===== src/rtl/rr_arb_pkg.sv =====
// ----------------------------------------------------------------------------
// rr_arb_pkg
// Shared definitions for the round-robin mux arbiter slice.
//   - arb_state_t  : arbiter FSM states (IDLE, GRANT)
//   - *_DEF        : default requester count, select width and hold limit
//   - hold_width() : width needed for a hold counter counting 0..max_hold-1
// Optional feature macro used by this slice: ARB_LOCK_EN (see rr_mux_arbiter).
// ----------------------------------------------------------------------------
package rr_arb_pkg;

    localparam int N_REQ_DEF    = 16;
    localparam int SEL_W_DEF    = 4;
    localparam int MAX_HOLD_DEF = 8;

    typedef enum logic {
        IDLE  = 1'b0,
        GRANT = 1'b1
    } arb_state_t;

    // A hold limit of 1 still needs a one-bit counter so the compare is legal.
    function automatic int hold_width(input int max_hold);
        return (max_hold > 1) ? $clog2(max_hold) : 1;
    endfunction

endpackage


===== src/rtl/rr_pick.sv =====
// ----------------------------------------------------------------------------
// rr_pick
// Combinational rotate-and-priority-encode. Scans req starting at ptr,
// then ptr+1, ... wrapping modulo N_REQ, and reports the first set bit.
// When mask_en is high the request at mask_idx is ignored.
// Ports:
//   req      in  N_REQ  request vector
//   ptr      in  SEL_W  scan start position
//   mask_en  in  1      enable exclusion of mask_idx
//   mask_idx in  SEL_W  index to exclude from the scan
//   found    out 1      some eligible request exists
//   idx      out SEL_W  index of the first eligible request
// ----------------------------------------------------------------------------
module rr_pick #(
    parameter int N_REQ = 16,
    parameter int SEL_W = 4
) (
    input  logic [N_REQ-1:0] req,
    input  logic [SEL_W-1:0] ptr,
    input  logic             mask_en,
    input  logic [SEL_W-1:0] mask_idx,
    output logic             found,
    output logic [SEL_W-1:0] idx
);

    logic [SEL_W-1:0] pos;

    // Walk the rotated order from the far end back to the start so that
    // the nearest eligible request (smallest offset from ptr) is the one
    // left standing. N_REQ is a power of two, so the SEL_W-bit add wraps
    // exactly modulo N_REQ.
    always_comb begin
        found = 1'b0;
        idx   = '0;
        pos   = '0;
        for (int k = N_REQ - 1; k >= 0; k--) begin
            pos = ptr + SEL_W'(k);
            if (req[pos] && !(mask_en && (pos == mask_idx))) begin
                found = 1'b1;
                idx   = pos;
            end
        end
    end

endmodule


===== src/rtl/rr_mux_arbiter.sv =====
// ----------------------------------------------------------------------------
// rr_mux_arbiter
// Round-robin scheduler for an N:1 select datapath. Arbitrates req, drives a
// registered one-hot grant and binary sel, limits how long one owner may
// hold the grant, and registers the selected data bit.
// Ports:
//   clk        in  1      rising-edge clock
//   rst        in  1      asynchronous reset, active-high
//   req        in  N_REQ  level request per source, held until served
//   in         in  N_REQ  data bit per source
//   lock       in  1      present only when ARB_LOCK_EN is defined
//   grant      out N_REQ  one-hot grant, registered
//   sel        out SEL_W  binary index of current owner, registered
//   gnt_valid  out 1      grant/sel meaningful this cycle
//   out        out 1      registered in[sel], one cycle after gnt_valid
// Build option: ARB_LOCK_EN adds the lock input; while lock is high in GRANT
// the hold timeout is suppressed and the owner leaves only by dropping req.
// ----------------------------------------------------------------------------
module rr_mux_arbiter
    import rr_arb_pkg::*;
#(
    parameter int N_REQ    = N_REQ_DEF,
    parameter int SEL_W    = SEL_W_DEF,
    parameter int MAX_HOLD = MAX_HOLD_DEF
) (
    input  logic             clk,
    input  logic             rst,
    input  logic [N_REQ-1:0] req,
    input  logic [N_REQ-1:0] in,
`ifdef ARB_LOCK_EN
    input  logic             lock,
`endif
    output logic [N_REQ-1:0] grant,
    output logic [SEL_W-1:0] sel,
    output logic             gnt_valid,
    output logic             out
);

    localparam int HOLD_W = hold_width(MAX_HOLD);
    localparam logic [HOLD_W-1:0] HOLD_LAST = HOLD_W'(MAX_HOLD - 1);
    localparam logic [N_REQ-1:0]  ONE_HOT0  = N_REQ'(1);

    arb_state_t       state, state_nxt;
    logic [N_REQ-1:0] grant_nxt;
    logic [SEL_W-1:0] sel_nxt;
    logic             valid_nxt;
    logic [SEL_W-1:0] ptr, ptr_nxt;
    logic [HOLD_W-1:0] hold_cnt, hold_nxt;

    logic             lock_active;
    logic             release_now;
    logic [SEL_W-1:0] pick_ptr;
    logic             pick_mask_en;
    logic             pick_found;
    logic [SEL_W-1:0] pick_idx;

`ifdef ARB_LOCK_EN
    assign lock_active = lock;
`else
    assign lock_active = 1'b0;
`endif

    // In IDLE the scan starts at the stored pointer. In GRANT the scan is the
    // one used on release: start just past the current owner and skip it, so
    // the pointer update and the pick agree within the same cycle.
    assign pick_mask_en = (state == GRANT);
    assign pick_ptr     = (state == GRANT) ? SEL_W'(sel + 1'b1) : ptr;

    rr_pick #(
        .N_REQ (N_REQ),
        .SEL_W (SEL_W)
    ) u_pick (
        .req      (req),
        .ptr      (pick_ptr),
        .mask_en  (pick_mask_en),
        .mask_idx (sel),
        .found    (pick_found),
        .idx      (pick_idx)
    );

    // The owner lets go when it drops its request or, unless locked, when it
    // has used its full hold allowance.
    assign release_now = !req[sel] || ((hold_cnt == HOLD_LAST) && !lock_active);

    // Next-state logic. A release with another requester waiting hands the
    // grant over directly with no idle bubble; a timed-out owner that is the
    // only requester simply restarts its allowance.
    always_comb begin
        state_nxt = state;
        grant_nxt = grant;
        sel_nxt   = sel;
        valid_nxt = gnt_valid;
        ptr_nxt   = ptr;
        hold_nxt  = hold_cnt;
        unique case (state)
            IDLE: begin
                if (pick_found) begin
                    state_nxt = GRANT;
                    grant_nxt = ONE_HOT0 << pick_idx;
                    sel_nxt   = pick_idx;
                    valid_nxt = 1'b1;
                    hold_nxt  = '0;
                end
            end
            GRANT: begin
                if (release_now) begin
                    ptr_nxt  = SEL_W'(sel + 1'b1);
                    hold_nxt = '0;
                    if (pick_found) begin
                        grant_nxt = ONE_HOT0 << pick_idx;
                        sel_nxt   = pick_idx;
                    end else if (!req[sel]) begin
                        state_nxt = IDLE;
                        grant_nxt = '0;
                        valid_nxt = 1'b0;
                    end
                end else if (hold_cnt != HOLD_LAST) begin
                    hold_nxt = hold_cnt + HOLD_W'(1);
                end
            end
            default: begin
                state_nxt = IDLE;
                grant_nxt = '0;
                valid_nxt = 1'b0;
            end
        endcase
    end

    // Arbiter state registers; reset drops the grant immediately.
    always_ff @(posedge clk or posedge rst) begin
        if (rst) begin
            state     <= IDLE;
            grant     <= '0;
            sel       <= '0;
            gnt_valid <= 1'b0;
            ptr       <= '0;
            hold_cnt  <= '0;
        end else begin
            state     <= state_nxt;
            grant     <= grant_nxt;
            sel       <= sel_nxt;
            gnt_valid <= valid_nxt;
            ptr       <= ptr_nxt;
            hold_cnt  <= hold_nxt;
        end
    end

    // Data path: capture the currently selected bit, so out trails sel by
    // one cycle and reads zero whenever no grant was valid.
    always_ff @(posedge clk or posedge rst) begin
        if (rst) begin
            out <= 1'b0;
        end else begin
            out <= gnt_valid ? in[sel] : 1'b0;
        end
    end

endmodule


===== config.mk =====
export PLATFORM = sky130hd
export DESIGN_NAME = rr_mux_arbiter
export DESIGN_NICKNAME = d
export VERILOG_FILES = /design/src/rtl/rr_arb_pkg.sv /design/src/rtl/rr_pick.sv /design/src/rtl/rr_mux_arbiter.sv
export SDC_FILE = /design/constraint.sdc
export NUM_CORES = 1
export LEC_CHECK = 0
export CAP_MARGIN = 10
export CORE_MARGIN = 2
export CORE_UTILIZATION = 35
export DETAILED_ROUTE_END_ITERATION = 8
export GPL_TIMING_DRIVEN = 0
export HOLD_SLACK_MARGIN = 0.03
export MAX_ROUTING_LAYER = met4
export PLACE_DENSITY = 0.52
export SLEW_MARGIN = 15
export SYNTH_ARGS = -nofsm -noshare
export SYNTH_HDL_FRONTEND = slang
export SYNTH_SLANG_ARGS = --single-unit

===== constraint.sdc =====
create_clock -name clk -period 6.68 [get_ports clk]
set_clock_uncertainty 0.1 [all_clocks]
set_input_delay 1.336 -clock clk [delete_from_list [all_inputs] [get_ports clk]]
set_output_delay 1.336 -clock clk [all_outputs]
set_load 0.005 [all_outputs]

==> results of run 1 <==
[layout make-up]
type / instances / area [um^2] / share of cell area (%)
clock buffers: 7 / 142.6 / 2.642
well taps: 172 / 215.2 / 3.986
plain buffers: 29 / 173.9 / 3.221
clock inverters: 1 / 5.005 / 0.09270
repair buffers: 55 / 550.5 / 10.20
inverters: 32 / 122.6 / 2.271
multi-input cells: 401 / 3438 / 63.68
flip-flops and latches: 30 / 750.7 / 13.90
[cell usage in the layout (no fill, tap or decap), types with 5 or more instances in the layout]
| cell | n |
|---|---|
| a211oi_1 | 7 |
| a21oi_1 | 11 |
| a31oi_1 | 5 |
| a32o_1 | 16 |
| and2_1 | 13 |
| buf_2 | 10 |
| buf_6 | 6 |
| clkbuf_1 | 9 |
| clkbuf_16 | 5 |
| clkdlybuf4s50_1 | 55 |
| dfrtp_1 | 30 |
| ha_1 | 10 |
| inv_1 | 28 |
| mux2_2 | 9 |
| mux2i_1 | 13 |
| mux4_2 | 24 |
| nand2_1 | 49 |
| nand2b_1 | 5 |
| nand3_1 | 13 |
| nor2_1 | 31 |
| nor3_1 | 8 |
| o2111ai_1 | 5 |
| o211ai_1 | 9 |
| o21ai_0 | 18 |
| o221ai_1 | 5 |
| xnor2_1 | 11 |
[state kept, by name, indices dropped and copies added (netlist names)]
name	count
gnt_valid	1
hold_cnt	3
grant	16
ptr	4
sel	4
pick_mask_en	1
out	1
[worst reg2reg max path, delay by kind of cell (launching register included)]
kind	cells	cell delay, ns
adder cells (fa/ha/maj)	2	0.45
buffers and inverters	6	1.89
AND/OR/NAND/NOR	3	0.74
flip-flops	1	0.49
XOR/XNOR	1	0.32
AO/OA/AOI/OAI	8	2.06
[path summary, 6_finish.rpt]
check,from,end,slack (ns),depth (start not counted)
max in group asynchronous,rst,grant[8],4.69,2
worst max-delay path,sel[1],grant[14],0.57,20
worst min-delay path,grant[13],grant[13],0.39,1
min in group asynchronous,rst,sel[2],1.37,2
worst min register to register,grant[13],grant[13],0.39,1
worst max register to register,sel[1],grant[14],0.57,20
[kinds of logic after synthesis]
family                   count (synthesis)
flip-flops                              30
AO/OA/AOI/OAI                          150
adder cells (fa/ha/maj)                 10
AND/OR/NAND/NOR                        169
XOR/XNOR                                15
buffers and inverters                   61
multiplexers                            57
[routing by layer]
metal | part of all wire [%] | global-route usage, % | vias to the layer above
met4 | 2.1 | 6.588 | 0
met5 | 0 | - | -
li1 | - | - | 2069
met3 | 5.6 | 4.325 | 27
met1 | 47 | 33.77 | 2220
met2 | 45 | 36.32 | 152
[metrics by stage]
stage / instances / hold WS [ns]
3_5_place_dp: 719 / 0.3809
2_1_floorplan: 492 / 0.3632
4_1_cts: 727 / 0.3923
3_3_place_gp: 719 / 0.3801
5_1_grt: 727 / 0.4099
6_report: 727 / 0.3877
==> flow_metrics.env, run 1 <==
export IMPL_status="finished clean"
export IMPL_synth_cell_area_um2=4486
export IMPL_setup_worst_path_class="reg -> reg"
export IMPL_wirelength_um=15690
export IMPL_grt_pass1_wl_um=24650
export IMPL_yosys_area_share_simple_pct=21.06
export IMPL_hold_violations=0
export IMPL_clk_pin_slew_worst_paths_ns=0.05
export IMPL_required_ns=6.79
export IMPL_gr_total_overflow=0
export IMPL_cts_made_buffers=5
export IMPL_yosys_warnings=0
export IMPL_grt_max_degree=31
export IMPL_synth_edf_count=0
export IMPL_die_area_um2=13740
export IMPL_insertion_delay_ns=0.27
export IMPL_grt_use_total_pct=24.26
export IMPL_muxShareOfSynthArea_pct=22.20
export IMPL_finalInstanceArea_um2=5399
export IMPL_num_io_pins=56
export IMPL_crit_family="compound AO/OA/AOI/OAI gates"
export IMPL_drive_above_1_share_pct=18.02
export IMPL_synth_area_leaders="dfrtp_1 (17%), mux4_2 (12%), nand2_1 (4.1%)"
export IMPL_synth_top_area_cell="dfrtp_1"
export IMPL_fp_dieH_um=117.2
export IMPL_fin_crit_ns=6.112
export IMPL_synth_most_common_cell="nand2_1"
export IMPL_synth_xor_area_share_pct=2.929
export IMPL_antenna_found_initial=0
export IMPL_cp_end_kind="flop"
export IMPL_place_area_um2=5251
export IMPL_synth_fa_ha_area_share_pct=2.789
export IMPL_synthCells=492
export IMPL_slew_headroom_pct=41.79
export IMPL_cts_tree="built"
export IMPL_tightest_slew_ns=0.8691
export IMPL_hold_path_class="reg -> reg"
export IMPL_n_fill_cell=1274
export IMPL_path_max_fanout=12
export IMPL_cts_root_buf="clkbuf_16"
export IMPL_dp_slack_ns=0.6993
export IMPL_gp_congestion=0.9893
export IMPL_core_um2=12570
export IMPL_synth_fp_nets=536
export IMPL_vias_per_cell=6.146
export IMPL_fin_tns_setup_ns=0
export IMPL_ant_nets=0
export IMPL_cts_buffer_depth=2
export IMPL_crit_chain="ha_1, buf_2, xor2_1, o21ai_1, buf_2, inv_2, clkbuf_1, ha_1, clkbuf_1, a31o_2, a211oi_1, or2_2, a31oi_1, nand2b_1, a211oi_1, o21bai_1, a21boi_0, or2_0, clkbuf_1, a32o_1"
export IMPL_ys_seq_area_share_pct=16.74
export IMPL_max_stage_delay_ns=0.64
export IMPL_postCtsSetupRepairBufs=0
export IMPL_critPathSlowestCell="a31oi_1"
export IMPL_ys_ff_latch=30
export IMPL_fp_row_count=41
export IMPL_cts_resized=0
export IMPL_htree_levels=2
export IMPL_synth_common_cells="nand2_1 (49), nor2_1 (31), dfrtp_1 (30)"
export IMPL_synth_top_family_by_area="compound AO/OA/AOI/OAI gates"
export IMPL_cp_start_kind="flop"
export IMPL_start_util_pct=35.69
export IMPL_cpMostUsedCell="clkbuf_1"
export IMPL_synth_cell_types=94
export IMPL_setup_viol=0
export IMPL_hpwl_um=12300
export IMPL_hold_buffers=0
export IMPL_synth_compound_area_share_pct=27.67
export IMPL_worst_slack_ns=0.5678
export IMPL_fin_util_pct=42.96
export IMPL_die_x_um=117.2
export IMPL_cap_viol_max_count=0
export IMPL_slew_viol_final=0
export IMPL_rsz0062_at_grt="false"
export IMPL_ys_flop_type="dfrtp_1"
export IMPL_critPathBufInv=6
export IMPL_period_share_pct=91.50
export IMPL_async_flop_share_pct=100.0
export IMPL_first_iter_violations=295
export IMPL_cts_sinks=30
export IMPL_wire_per_inst_um=21.58
export IMPL_fmax_mhz=163.6
export IMPL_nNetsFinal=598
export IMPL_via_count=4468
export IMPL_syn2layout_area_growth_pct=20.36
export IMPL_grt_pass1_vias=4272
export IMPL_dr_pass1_iters=5
export IMPL_post_route_drc_count=0
export IMPL_syn_area_per_cell_um2=9.117
export IMPL_antenna_cells=0
export IMPL_arrival_ns=6.22
export IMPL_synth_top_cell_area_share_pct=16.74
export IMPL_place_port_buffers=55
Power of run 1 is left out: the tool's default activity adds up to more than one toggle a clock period on the data nets, which glitch-free logic cannot reach.
==> inputs of run 2 (changes only) <==
Settings changed: PLACE_DENSITY 0.52 to unset.
==> run 2 against run 1 <==
Setup slack gained 0.13 ns; via count up 1.4%; hold slack better by 0.0035 ns; design area fell by 0.23%; core utilization is 0.10 points lower.
==> flow_metrics.env, run 2 (synthesis gave the netlist of run 1 again) <==
export IMPL_cp_start_kind="flop"
export IMPL_fin_tns_setup_ns=0
export IMPL_core_um2=12570
export IMPL_hold_violations=0
export IMPL_cts_tree="built"
export IMPL_wire_per_inst_um=20.75
export IMPL_multi_input_area_um2=3438
export IMPL_required_ns=6.79
export IMPL_path_max_fanout=12
export IMPL_register_area_um2=750.7
export IMPL_cp_end_kind="flop"
export IMPL_worst_slack_ns=0.6973
export IMPL_top_layer="met4"
export IMPL_num_io_pins=56
export IMPL_grt_max_degree=31
export IMPL_layout_commonest_cell="clkdlybuf4s50_1"
export IMPL_rsz0062_at_grt="false"
export IMPL_grt_pass1_wl_um=23440
export IMPL_arrival_ns=6.10
export IMPL_regMostFlops="grant"
export IMPL_hpwl_um=11880
export IMPL_start_util_pct=35.69
export IMPL_slew_viol_final=0
export IMPL_gr_total_overflow=0
export IMPL_place_port_buffers=55
export IMPL_n_fill_cell=1237
export IMPL_fp_dieH_um=117.2
export IMPL_fin_crit_ns=5.983
export IMPL_insertion_delay_ns=0.28
export IMPL_vias_per_cell=6.238
export IMPL_clk_pin_slew_worst_paths_ns=0.05
export IMPL_cts_resized=0
export IMPL_slew_headroom_pct=41.27
export IMPL_cap_viol_max_count=0
export IMPL_status="finished clean"
export IMPL_cts_root_buf="clkbuf_16"
export IMPL_drive_above_1_share_pct=18.05
export IMPL_die_x_um=117.2
export IMPL_cts_made_buffers=5
export IMPL_largest_reg_flops=16
export IMPL_dr_pass1_iters=5
export IMPL_fin_util_pct=42.86
export IMPL_first_iter_violations=276
export IMPL_ant_nets=0
export IMPL_setup_worst_path_class="reg -> reg"
export IMPL_gp_congestion=0.9886
export IMPL_syn2layout_area_growth_pct=20.08
export IMPL_htree_levels=2
export IMPL_post_route_drc_count=0
export IMPL_period_share_pct=89.56
export IMPL_via_count=4529
export IMPL_die_area_um2=13740
export IMPL_grt_use_total_pct=22.96
export IMPL_wl_met1_um=6610
export IMPL_nNetsFinal=598
export IMPL_r2r_slack_ns=0.70
export IMPL_fmax_mhz=167.1
export IMPL_final_cell_mix="clkdlybuf4s50_1 (55), nand2_1 (49), nor2_1 (31), dfrtp_1 (30), inv_1 (28)"
export IMPL_antenna_found_initial=0
export IMPL_hold_path_class="reg -> reg"
export IMPL_wirelength_um=15060
export IMPL_postCtsSetupRepairBufs=0
export IMPL_grt_pass1_vias=4401
export IMPL_cts_buffer_depth=2
export IMPL_antenna_cells=0
export IMPL_top_regs="grant (16), ptr (4), sel (4)"
export IMPL_fp_row_count=41
export IMPL_setup_viol=0
export IMPL_tightest_slew_ns=0.8769
export IMPL_dr_wl_met2_um=6946
export IMPL_hold_buffers=0
export IMPL_cts_sinks=30
export IMPL_dp_slack_ns=0.7235
export IMPL_wl_met3_um=1028
[run 2: cell types whose count changed in the layout (fill, tap and decap cells not counted), sizes merged]
cell	previous run	this run
clkbuf	15	13
clkinv	1	2
[run 2: path summary, 6_finish.rpt]
kind,start,end,cells past startpoint
worst min-delay path,grant[0],grant[0],1
worst max register to register,sel[1],grant[13],20
worst max-delay path,sel[1],grant[13],20
max in group asynchronous,rst,grant[8],2
min in group asynchronous,rst,hold_cnt[1],2
worst min register to register,grant[0],grant[0],1
[run 2: stage by stage]
| step | area, um^2 | cells | hold slack, ns |
|---|---|---|---|
| after floorplan | 4486 | 492 | 0.3632 |
| after global placement | 5251 | 719 | 0.3851 |
| after detailed placement | 5251 | 719 | 0.3852 |
| after CTS | 5386 | 726 | 0.3961 |
| after global routing | 5386 | 726 | 0.4063 |
| final | 5386 | 726 | 0.3912 |
[run 2: critical path, stage by stage (launching register included)]
cell and delay, ns:
dfrtp_1 0.49, ha_1 0.19, buf_2 0.20, xor2_1 0.30, o21ai_1 0.16, buf_2 0.26
inv_2 0.15, clkbuf_1 0.51, ha_1 0.25, clkbuf_1 0.44, a31o_2 0.24, xnor2_1 0.10
or4_1 0.47, o211a_1 0.24, nor3b_1 0.18, a2111oi_0 0.51, and3_1 0.22, a32o_1 0.16
or2_0 0.11, clkbuf_1 0.36, a32o_1 0.24
[run 2: area by class of cell]
type / instances / share of cell area [%]
clock inverter: 2 / 0.1858
tap: 172 / 3.995
sequential: 30 / 13.94
buffer: 29 / 3.229
timing repair buffer: 55 / 10.22
multi-input combinational: 401 / 63.83
clock buffer: 5 / 2.323
inverter: 32 / 2.276
[run 2: per-layer routing]
| layer | vias to the layer above | track usage (%) |
|---|---|---|
| met3 | 42 | 4.068 |
| met5 | - | - |
| met2 | 188 | 35.52 |
| li1 | 2071 | - |
| met1 | 2228 | 30.42 |
| met4 | 0 | 7.686 |
Power of run 2 is left out for the same reason.
